### config.mk
export PLATFORM = sky130hd
export DESIGN_NAME = codix_risc_dbus_timer
export DESIGN_NICKNAME = d
export VERILOG_FILES = /design/src/rtl/codix_risc_dbus_timer.sv
export SDC_FILE = /design/constraint.sdc
export NUM_CORES = 1
export LEC_CHECK = 0
export CORE_MARGIN = 4
export CORE_UTILIZATION = 55
export DETAILED_ROUTE_END_ITERATION = 8
export GPL_ROUTABILITY_DRIVEN = 0
export PLACE_DENSITY = 0.82
export SYNTH_ARGS = -nofsm -noshare
export SYNTH_HDL_FRONTEND = slang
export SYNTH_SLANG_ARGS = --single-unit
### constraint.sdc
create_clock -name CLK -period 4.25 [get_ports CLK]
set_clock_uncertainty 0.15 [all_clocks]
set_input_delay 0.85 -clock CLK [delete_from_list [all_inputs] [get_ports CLK]]
set_output_delay 0.85 -clock CLK [all_outputs]
set_load 0.05 [all_outputs]
### src/rtl/codix_risc_dbus_timer.sv
// codix_risc_dbus_timer: 32-bit memory-mapped timer that answers core data bus requests
// Ports: CLK, RST (async, active-low); dbus_A0/SI0/SC0/REQCMD0 request in, dbus_REQRESP0 accept out;
//        dbus_Q0/IFRESP0 read data out with dbus_IFCMD0 taker; dbus_D0/OFCMD0 write data in with dbus_OFRESP0;
//        irq level interrupt (MATCH & IRQEN). Registers: 0x0 CTRL, 0x4 COUNT, 0x8 COMPARE, 0xC STATUS.
module codix_risc_dbus_timer #(
   parameter logic [31:0] BASE_ADDR = 32'hFFFF_0000,
   parameter int unsigned PRESCALE  = 1
) (
   input  logic        CLK,
   input  logic        RST,
   input  logic [31:0] dbus_A0,
   input  logic [1:0]  dbus_SI0,
   input  logic [3:0]  dbus_SC0,
   input  logic [1:0]  dbus_REQCMD0,
   output logic [1:0]  dbus_REQRESP0,
   output logic [31:0] dbus_Q0,
   input  logic        dbus_IFCMD0,
   output logic [1:0]  dbus_IFRESP0,
   input  logic [31:0] dbus_D0,
   input  logic        dbus_OFCMD0,
   output logic [1:0]  dbus_OFRESP0,
   output logic        irq
);
   typedef enum logic [1:0] {IDLE, RD_DATA, WR_DATA} state_t;
   state_t      state_q, state_d;
   logic [2:0]  ctrl_q, ctrl_d;
   logic [31:0] count_q, count_d, compare_q, compare_d, rdata_q, rdata_d;
   logic        match_q, match_d;
   logic [15:0] presc_q, presc_d;
   logic [1:0]  off_q, off_d;
   logic        req, ok, accept, wr, tick, hit;
   logic [31:0] inc, rsel;
   always_comb begin
      req       = dbus_REQCMD0 == 2'd1 || dbus_REQCMD0 == 2'd2;
      ok        = dbus_A0[31:4] == BASE_ADDR[31:4] && dbus_SI0 == 2'd2 && dbus_A0[1:0] == 2'b00 && dbus_SC0 == 4'd0;
      accept    = RST && state_q == IDLE && req && ok;
      wr        = state_q == WR_DATA && dbus_OFCMD0;
      rsel      = dbus_A0[3:2] == 2'd0 ? {29'd0, ctrl_q} :
                  dbus_A0[3:2] == 2'd1 ? count_q :
                  dbus_A0[3:2] == 2'd2 ? compare_q : {31'd0, match_q};
      tick      = ctrl_q[0] && presc_q == 16'(PRESCALE - 1);
      presc_d   = (!ctrl_q[0] || tick) ? 16'd0 : presc_q + 16'd1;
      inc       = count_q + 32'd1;
      // match is judged against the COMPARE value held before any same-edge write
      hit       = tick && inc == compare_q;
      // a bus write to COUNT wins over increment and auto-reload
      count_d   = (wr && off_q == 2'd1) ? dbus_D0 : (hit && ctrl_q[1]) ? 32'd0 : tick ? inc : count_q;
      compare_d = (wr && off_q == 2'd2) ? dbus_D0 : compare_q;
      ctrl_d    = (wr && off_q == 2'd0) ? dbus_D0[2:0] : ctrl_q;
      // a new match wins over a same-edge W1C
      match_d   = hit | (match_q & ~(wr && off_q == 2'd3 && dbus_D0[0]));
      rdata_d   = accept ? rsel : rdata_q;
      off_d     = accept ? dbus_A0[3:2] : off_q;
      state_d   = state_q == IDLE    ? (accept ? (dbus_REQCMD0 == 2'd1 ? RD_DATA : WR_DATA) : IDLE) :
                  state_q == RD_DATA ? (dbus_IFCMD0 ? IDLE : RD_DATA) :
                  (dbus_OFCMD0 ? IDLE : WR_DATA);
      // WAIT while in reset or busy with a data phase; ERR for anything not decodable
      dbus_REQRESP0 = (!RST || state_q != IDLE || dbus_REQCMD0 == 2'd0) ? 2'd0 : accept ? 2'd1 : 2'd2;
      dbus_IFRESP0  = state_q == RD_DATA ? 2'd1 : 2'd0;
      dbus_Q0       = state_q == RD_DATA ? rdata_q : 32'd0;
      dbus_OFRESP0  = wr ? 2'd1 : 2'd0;
      irq           = match_q & ctrl_q[2];
   end
   always_ff @(posedge CLK or negedge RST) begin
      if (!RST) begin
         state_q   <= IDLE;
         ctrl_q    <= 3'd0;
         count_q   <= 32'd0;
         compare_q <= 32'hFFFF_FFFF;
         match_q   <= 1'b0;
         presc_q   <= 16'd0;
         rdata_q   <= 32'd0;
         off_q     <= 2'd0;
      end else begin
         state_q   <= state_d;
         ctrl_q    <= ctrl_d;
         count_q   <= count_d;
         compare_q <= compare_d;
         match_q   <= match_d;
         presc_q   <= presc_d;
         rdata_q   <= rdata_d;
         off_q     <= off_d;
      end
   end
endmodule

==> run metrics <==
starting density of the core 0.564; reg-to-reg endpoint count_q[26]; clock period minus worst slack between 3 and 4 ns; number of flops mapped to enable cells by yosys 0; Core Util, Final 0.701; number of H-tree branching levels 4; Seq/Total Area, Yosys 0.405; post-detailed-route DRC marker count 0; vias in the first global route between 6000 and 7000; antenna violations before repair 0; cell total after placement roughly 1100; Skew-Pair Late Insertion Delay around 0.42 ns; number of setup buffers added after CTS 0; post-synthesis cell type count 67; DR WL/cell 18.7 um; global-route wire length before repair ~34000 um; CTS clk-pin slew, worst paths roughly 0.050 ns; number of antenna cells inserted 0; Avg Vias per Cell about 6; count of input and output buffers around 110; power density normalized to cell area roughly 290 mW/mm^2; TritonCTS Buffers 17; Post-Syn Area per Cell between 8 and 9 um^2; number of top-level design ports around 120; netlist area before placement 0.00750 mm^2; relative area change from synthesis to final layout 24.2%; number of nets in the finished design 1020; crit-path most repeated cell nand4_1; maximum vdd ir drop slightly below 400 uV; area share of the leading cell type in the synthesized netlist 0.293; switching portion of total power 0.206; cell-by-cell listing of the critical path nand4_1 > nor3_1 > nand2_1 > xnor2_1 > or4b_2 > nor4_1 > nand4_1 > buf_4 > o311ai_0 > a41oi_1; aggregate global routing overflow 0; part of the total power dissipated in combinational logic 0.049; CTS max path bufs 2; Final Instance Area 0.00932 mm^2; depth of the most critical reg-to-reg path 10; number of cells on the worst hold path 2; GRT Total Usage 0.271; maximum achievable frequency 255 MHz; Setup-failing EPs final 0; antenna-violating nets left 0; leakage power roughly 3.8 nW; fin crit share 0.924; data required time of the worst path around 4.4 ns; fin. max-slew vios 0; post-synthesis cell count between 800 and 900; maximum number of pins on one net before global-route repair 76; detailed-router iteration count before antenna repair 6; worst slew margin relative to its limit 0.366; total of warnings raised by yosys 0; ys async rst share 1.00; total via count in the routed design 6835; total power after layout about 2.7 mW; internal power approximately 2.2 mW; cell types occupying the most area after synthesis dfrtp_1, dfstp_2, mux2_2, nand2_1, xnor2_1; fraction of layout cells with a size suffix above 1 0.148; number of fill cells 1025; site row count 42; Slew @ Worst Pin 0.952 ns; delay-heaviest family, CP simple AND/OR/NAND/NOR gates; setup repair after global routing missed its margin false; source of the worst register-to-register timing path count_q[16]; cell area reported after detailed placement ~0.0087 mm^2; top-count cell post-synth nand2_1; Worst R2R Setup Slack 0.32 ns; final cell count without fillers about 1100; most used flip-flop cell after synthesis dfrtp_1; NetSw 0.562 mW; smallest setup slack after layout 0.321 ns; data arrival time of the worst path slightly above 4 ns; min-delay worst type flip-flop to flip-flop; start point of the worst hold path rdata_q[30]; hold endpoint rdata_q[30]; sequential fraction of design power 0.420; Die Y-Extent roughly 120 um; CP bufs+invs 1; sinks on the clock net between 100 and 150; critical path launch point type flip-flop; number of max-capacitance violations reported 0; detailed placer's ending HPWL 14500 um; ranking of synthesized cells by instance count nand2_1, dfrtp_1, nor2_1; clock tree from TritonCTS yes; setup slack after placement approximately 0.4 ns; portion of total power attributed to the clock network 0.531; FF+latch count, synth 120; CP Class flip-flop to flip-flop; clock root cell clkbuf_16; drt total wl about 21000 um; Die Area roughly 0.016 mm^2; Final Hold Vio Count 0; placeable core region roughly 0.013 mm^2; number of DRC markers after the initial detailed-route iteration a little under 800; Worst Setup End Kind flip-flop; setup_tns 0 ns; run status completed; Yosys top cell by area dfrtp_1; Max FO, Critical Path 19; worst stage delay on the critical path between 0.6 and 0.7 ns; tightest hold margin around 0.32 ns; library cell contributing the largest single delay on the critical path or4b_2; Chip Width approximately 120 um
[worst reg2reg max path: cells and delay by family, from the launching register on]
kind / cells / cell delay [ns]
DFF: 1 / 0.55
buffers and inverters: 1 / 0.25
and+or+nand+nor: 6 / 2.32
AOI/OAI and AO/OA: 2 / 0.30
xor gates and xnor gates: 1 / 0.20
[layout by cell type, fill, tap and decap left out, drive strengths merged, types with 22 or more instances in the layout]
master	n
clkdlybuf4s50	109
nand2	90
dfrtp	88
nor2	67
o21ai	60
a21oi	52
and2	44
xnor2	37
nand3	33
mux2	32
dfstp	32
a22oi	29
nand4	27
xor2	25
nor3	23
buf	23
clkbuf	23
nor4	22
[how the worst max path moves through the flow]
| stage | from | to | slack [ns] | cells past startpoint |
|---|---|---|---|---|
| 2_1_floorplan | dbus_REQCMD0[0] | dbus_REQRESP0[1] | 0.36 | 9 |
| 3_3_place_gp | dbus_REQCMD0[0] | dbus_REQRESP0[0] | 0.48 | 9 |
| 3_5_place_dp | count_q[0] | count_q[26] | 0.40 | 11 |
| 4_1_cts | count_q[0] | count_q[26] | 0.35 | 11 |
| 5_1_grt | count_q[0] | count_q[26] | 0.07 | 11 |
| 6_report | count_q[16] | count_q[26] | 0.32 | 10 |
[layer usage]
metal	GRT usage	routed length, um	part of all wire	vias to the layer above
met5	0	0	0	-
met4	0.0931	562	0.027	0
met3	0.0553	1430	0.068	46
met2	0.430	10100	0.48	285
met1	0.373	9070	0.43	3302
li1	-	-	-	3202
[state kept, by name, summed over array words and instances (netlist names)]
| signal | cells |
|---|---|
| presc_q | 16 |
| count_q | 32 |
| match_q | 1 |
| state_q | 2 |
| off_q | 2 |
| ctrl_q | 3 |
| compare_q | 32 |
| rdata_q | 32 |
[what timing repair did]
action,CTS,global route
hold buffers,0,0
hold endpoints to repair,0,0
resized for setup,0,1
endpoints found under the setup margin,0,1
[power groups by stage]
stage | Clock [mW] | Combinational [mW] | Sequential, mW
2_1_floorplan | 0 | 0.0247 | 1.16
3_3_place_gp | 0 | 0.133 | 1.16
3_5_place_dp | 0 | 0.133 | 1.16
4_1_cts | 1.47 | 0.134 | 1.15
5_1_grt | 1.52 | 0.144 | 1.14
6_report | 1.45 | 0.133 | 1.15
[kinds of logic after synthesis]
kind of cell	count (synthesis)	synth area share
other	1	0.000500
AND/OR/NAND/NOR	371	0.266
multiplexers	36	0.0550
adder cells (fa/ha/maj)	6	0.00967
AO/OA/AOI/OAI	175	0.140
buffers and inverters	82	0.0477
flip-flops	120	0.405
XOR/XNOR	63	0.0755
[cell type report]
| cell class | count | area [um^2] | area share |
|---|---|---|---|
| sequential | 120 | 3040 | 0.326 |
| inverter | 15 | 56.3 | 0.00604 |
| tap | 176 | 220 | 0.0236 |
| clock inverter | 8 | 92.6 | 0.00993 |
| multi-input combinational | 653 | 4130 | 0.443 |
| clock buffer | 23 | 508 | 0.0545 |
| timing repair buffer | 132 | 1280 | 0.137 |
Note: power is estimated with default switching activity, not from simulation.
